[config.mk]
export PLATFORM = sky130hd
export DESIGN_NAME = instruction_c_align
export DESIGN_NICKNAME = d
export VERILOG_FILES = /design/src/rtl/instruction_c_align.sv
export SDC_FILE = /design/constraint.sdc
export NUM_CORES = 1
export LEC_CHECK = 0
export ABC_AREA = 1
export BUFFER_PORTS_ARGS = -buffer_cell sky130_fd_sc_hd__buf_2
export CORE_MARGIN = 4
export CORE_UTILIZATION = 30
export DETAILED_ROUTE_END_ITERATION = 6
export PLACE_DENSITY_LB_ADDON = 0.15
export RECOVER_POWER = 50
export REMOVE_ABC_BUFFERS = 1
export SLEW_MARGIN = 20
export SYNTH_ARGS = -nofsm -noshare
export SYNTH_HDL_FRONTEND = slang
export SYNTH_SLANG_ARGS = --single-unit
[constraint.sdc]
create_clock -name iCLK -period 3.6 [get_ports iCLK]
set_input_delay 0.36 -clock iCLK [delete_from_list [all_inputs] [get_ports iCLK]]
set_output_delay 0.36 -clock iCLK [all_outputs]
set_load 0.01 [all_outputs]
[src/rtl/instruction_c_align.sv]
// Fetch/align front end: turns a stream of 32-bit fetch words into 16/32-bit
// (RVC-style) instructions through a 3-halfword buffer with flush redirect.
module instruction_c_align #(
  parameter logic [31:0] RESET_PC = 32'h0000_0000
) (
  input  logic        iCLK,
  input  logic        iRSTN,
  input  logic        iFLUSH,
  input  logic [31:0] iFLUSH_PC,
  output logic        oFETCH_REQ,
  output logic [31:0] oFETCH_ADDR,
  input  logic        iFETCH_VALID,
  input  logic [31:0] iFETCH_DATA,
  output logic        oIR_VALID,
  input  logic        iIR_READY,
  output logic [31:0] oIR,
  output logic [31:0] oIR_PC,
  output logic        oIR_IS_C
);

  localparam int DEPTH = 3;

  typedef enum logic [1:0] {F_IDLE, F_WAIT, F_DROP} fetchState_e;

  fetchState_e            state, stateNext;
  logic [DEPTH-1:0][15:0] hw, hwNext;
  logic [1:0]             count, countNext;
  logic [31:0]            pc, pcNext;
  logic [31:0]            fetchAddr, fetchAddrNext;
  logic                   skip, skipNext;

  logic       hw0IsC;
  logic       fire, append, reqGo;
  logic [1:0] consumed, rem, appended;

  assign hw0IsC = (hw[0][1:0] != 2'b11);

  always_ff @(posedge iCLK or negedge iRSTN) begin
    if (!iRSTN) begin
      state     <= F_IDLE;
      hw        <= '0;
      count     <= 2'd0;
      pc        <= RESET_PC;
      fetchAddr <= {RESET_PC[31:2], 2'b00};
      skip      <= RESET_PC[1];
    end else begin
      state     <= stateNext;
      hw        <= hwNext;
      count     <= countNext;
      pc        <= pcNext;
      fetchAddr <= fetchAddrNext;
      skip      <= skipNext;
    end
  end

  always_comb begin
    oIR_VALID = !iFLUSH && (((count >= 2'd1) && hw0IsC) || ((count >= 2'd2) && !hw0IsC));
    fire      = oIR_VALID && iIR_READY;
    // Request gated by reset so nothing leaves the block while iRSTN is low.
    reqGo     = iRSTN && !iFLUSH && (state == F_IDLE) && (count <= 2'd1);
    append    = !iFLUSH && (state == F_WAIT) && iFETCH_VALID;
    consumed  = fire ? (hw0IsC ? 2'd1 : 2'd2) : 2'd0;
    rem       = count - consumed;
    appended  = append ? (skip ? 2'd1 : 2'd2) : 2'd0;

    // Shift out consumed halfwords first, then append behind the survivors.
    hwNext = hw;
    for (int i = 0; i < DEPTH; i++) begin
      if (i + int'(consumed) < DEPTH) hwNext[i] = hw[i + int'(consumed)];
    end
    for (int i = 0; i < DEPTH; i++) begin
      if (append && (i == int'(rem)))
        hwNext[i] = skip ? iFETCH_DATA[31:16] : iFETCH_DATA[15:0];
      if (append && !skip && (i == int'(rem) + 1))
        hwNext[i] = iFETCH_DATA[31:16];
    end

    countNext     = rem + appended;
    pcNext        = pc + (fire ? (hw0IsC ? 32'd2 : 32'd4) : 32'd0);
    fetchAddrNext = reqGo ? fetchAddr + 32'd4 : fetchAddr;
    skipNext      = append ? 1'b0 : skip;

    stateNext = state;
    case (state)
      F_IDLE:  if (reqGo)        stateNext = F_WAIT;
      F_WAIT:  if (iFETCH_VALID) stateNext = F_IDLE;
      F_DROP:  if (iFETCH_VALID) stateNext = F_IDLE;
      default:                   stateNext = F_IDLE;
    endcase

    // A response still in flight at flush time must be swallowed in F_DROP.
    if (iFLUSH) begin
      countNext     = 2'd0;
      pcNext        = iFLUSH_PC;
      fetchAddrNext = {iFLUSH_PC[31:2], 2'b00};
      skipNext      = iFLUSH_PC[1];
      stateNext     = ((state != F_IDLE) && !iFETCH_VALID) ? F_DROP : F_IDLE;
    end
  end

  assign oFETCH_REQ  = reqGo;
  assign oFETCH_ADDR = {fetchAddr[31:2], 2'b00};
  assign oIR_PC      = pc;
  assign oIR_IS_C    = (count != 2'd0) && hw0IsC;
  assign oIR         = (count == 2'd0) ? 32'h0 :
                       hw0IsC ? {16'h0, hw[0]} : {hw[1], hw[0]};

endmodule

==> out/qor.csv <==
stage,metric,value,unit
worst_setup_path,"setup slack, reg-to-reg",440,ps
clock_tree,clock latency on the worst-skew pair,430,ps
timing,Final Hold Viols,0,
clock_tree,CTS tree,yes,
power_and_ir_drop,leakage,4.83,nW
final_layout,area delta synth->final,19.4,%
flow_run,Max-Cap Viols,3,
grt,vias in the first global route,8665,
final_layout,"commonest non-fill, non-tap cell in the layout",nand2_1,
die,initial core utilization,30.6,%
worst_setup_path,critical path endpoint,hw[43]$_DFFE_PN0P_,
clock_tree,Post-CTS Setup Inserts,0,
die,Die ar.,30300,sq um
yosys,"Seq/Total Area, Yosys",34.8,%
yosys,Area contributors post-synth,"dfrtp_1, nand2_1, nand3_1",
yosys,Post-synth EDFFs,0,
detailed_routing,DR DRC count,0,
detailed_routing,1st-iter DRT viols,701,
final_layout,"commonest non-fill, non-tap cells in the layout","nand2_1, nand3_1, inv_1",
final_layout,Final nets,1491,
timing,max-slew violations,135,
final_layout,# fillers,3014,
final_layout,design area,9870,sq um
clock_tree,CTS Root Cell,clkbuf_16,
clock_tree,# clock sinks,115,
clock_tree,CTS Buf Count,17,
yosys,synthesized area per cell,6.54,sq um
final_layout,fin cells,1766,
grt,overall routing resource usage,20.9,%
detailed_routing,Vias/cell,5.00,
grt,largest net degree at the start of global routing,61,
worst_setup_path,CP startpoint kind,flop,
power_and_ir_drop,Clk pwr share,31.4,%
power_and_ir_drop,sequential share of power,37.2,%
timing,minimum clock period,3160,ps
timing,setup repair after global routing missed its margin,false,
detailed_routing,Vias,8838,
yosys,YS warnings,0,
placed_design,DP Area,9370,sq um
yosys,share of the synthesized area in the top cell type,34.8,%
yosys,Netlist cell types,43,
detailed_routing,Post-DRT Antenna Nets,0,
clock_tree,H-Tree Depth,4,
placed_design,port bufs,165,
worst_setup_path,CP Capture Type,flop,
run_status,run status,"finished, violations left",
timing,Max Freq,0.317,GHz
detailed_routing,final WL,32100,um
die,die height,174,um
clock_tree,"Reg clk slew, reported paths",60,ps
worst_setup_path,reg2reg start,skip$_DFFE_PN0P_,
placed_design,DP Wirelength,23300,um
yosys,synthesized cell area,8270,sq um
clock_tree,Longest Clk Path Bufs,2,
timing,skew final,15.9,ps
power_and_ir_drop,Comb power frac,31.4,%
worst_setup_path,FF-to-FF End,hw[43]$_DFFE_PN0P_,
worst_setup_path,R2R cell count,7,
yosys,main flop type after synthesis,dfrtp_1,
timing,Tcrit/Tclk final,87.7,%
timing,worst slew pin tran,1880,ps
yosys,ys async rst share,100,%
yosys,Mapped Cells,1264,
power_and_ir_drop,Pint,3.28,mW
worst_setup_path,crit path kind,reg -> reg,
die,row count,60,
power_and_ir_drop,switching power total,2.20,mW
power_and_ir_drop,switching share of power,40.1,%
hold_path,Worst Hold Class,in -> reg,
grt,initial antenna violation count,0,
placed_design,gp weighted congestion,0.946,
yosys,"area leader, netlist",dfrtp_1,
detailed_routing,DRT Pass-1 Iters,5,
grt,GR Overflow Total,0,
grt,first-pass GRT wire length,50000,um
die,Die Wd,174,um
worst_setup_path,critical path arrival,3510,ps
placed_design,placed cells,1733,
detailed_routing,WL per Instance,18.2,um
power_and_ir_drop,P per Cell Area,556,nW/um^2
die,Core ar.,27000,sq um
timing,worst relative slew slack,-25.3,%
die,IO Pins,168,
final_layout,layout cells sized above 1,12.7,%
worst_setup_path,worst-path fanout max,34,
final_layout,Ant. Diodes,0,
worst_setup_path,worst path required time,3960,ps
power_and_ir_drop,"IR drop worst, VDD",0.275,mV
run_status,failing checks,"capacitance limit, slew limit",
yosys,Seq cells post-synth,115,
worst_setup_path,crit path from,skip$_DFFE_PN0P_,
timing,final setup fails,0,
[cell type report]
cell class / instances / area, sq um / share of cell area [%]
clock buffers: 19 / 453 / 4.59
multi-input cells: 968 / 4640 / 47.0
well taps: 341 / 427 / 4.32
inverters: 129 / 487 / 4.93
flip-flops and latches: 115 / 2880 / 29.2
repair buffers: 181 / 857 / 8.68
clock inverters: 13 / 134 / 1.36
[synth_stat cells, types with 4 or more instances]
library cell / n
nor3_1: 26
o211ai_1: 23
inv_1: 117
nand2_1: 487
nand4_1: 25
clkbuf_1: 23
buf_6: 4
buf_2: 16
buf_4: 5
o21ai_0: 58
buf_1: 5
ha_1: 9
xnor2_1: 10
o221ai_1: 4
inv_2: 11
nor2_1: 102
a21oi_1: 15
xor2_1: 29
dfrtp_1: 115
nor2_2: 4
nand3_1: 136
[state kept, by name (all words and copies together), names as in the netlist]
name and flops:
hw 48, skip 1, oIR_PC 32, count 2, state 2, fetchAddr 30
[power groups by stage]
stage	combinational [mW]	clock (mW)	sequential, mW
6_report	1.72	1.72	2.04
3_5_place_dp	1.76	0	2.04
5_1_grt	1.97	1.80	2.09
3_3_place_gp	1.75	0	2.05
4_1_cts	1.76	1.74	2.03
2_1_floorplan	1.11	0	1.98
[per-layer routing]
layer / global-route usage (%) / part of all wire, % / vias to the layer above
li1: - / - / 4362
met1: 28.4 / 46 / 4105
met2: 33.2 / 46 / 325
met3: 4.52 / 6.0 / 46
met4: 7.06 / 2.4 / 0
met5: 0 / 0 / -
[stage by stage]
step | power [mW] | worst slack [ps] | hold slack [ps] | util (%) | setup TNS (ps)
5_1_grt | 5.87 | 118 | 149 | 36.5 | 0
4_1_cts | 5.53 | 526 | 138 | 36.9 | 0
2_1_floorplan | 3.09 | -46.2 | 64.4 | - | -729
3_5_place_dp | 3.80 | 570 | 208 | 34.7 | 0
6_report | 5.49 | 442 | 148 | 36.5 | 0
3_3_place_gp | 3.80 | 671 | 208 | 34.7 | 0
[cells by family after synthesis]
| group | after synthesis | share of synthesized area [%] |
|---|---|---|
| AOI/OAI and AO/OA | 116 | 8.31 |
| other | 1 | 0.0454 |
| buffers and inverters | 182 | 9.13 |
| DFF | 115 | 34.8 |
| and+or+nand+nor | 801 | 42.0 |
| adders and majority gates | 10 | 1.60 |
| xor gates and xnor gates | 39 | 4.13 |
[what timing repair did]
item | 4_1_cts | 5_1_grt
gates resized for setup | 0 | 0
hold buffers | 1 | 0
endpoints found under the setup margin | 0 | 0
endpoints found under the hold margin | 7 | 0
[how the worst min path moves through the flow]
| stage | start | to | cells past startpoint |
|---|---|---|---|
| after floorplan | iRSTN | count[0]$_DFF_PN0_ | 0 |
| after global placement | iRSTN | fetchAddr[17]$_DFFE_PN0P_ | 1 |
| after detailed placement | iRSTN | fetchAddr[17]$_DFFE_PN0P_ | 1 |
| after CTS | iFLUSH_PC[0] | oIR_PC[0]$_DFFE_PN0P_ | 3 |
| after global routing | iFLUSH_PC[0] | oIR_PC[0]$_DFFE_PN0P_ | 3 |
| final | iFLUSH_PC[0] | oIR_PC[0]$_DFFE_PN0P_ | 3 |
[critical path, stage by stage, from the launching register on]
cell	delay, ps
dfrtp_1	320
clkbuf_1	1150
nor2_2	270
nand4_4	400
nand3_4	330
inv_2	430
nand2_1	110
nand2_1	80
Note: power is estimated with default switching activity, not from simulation.
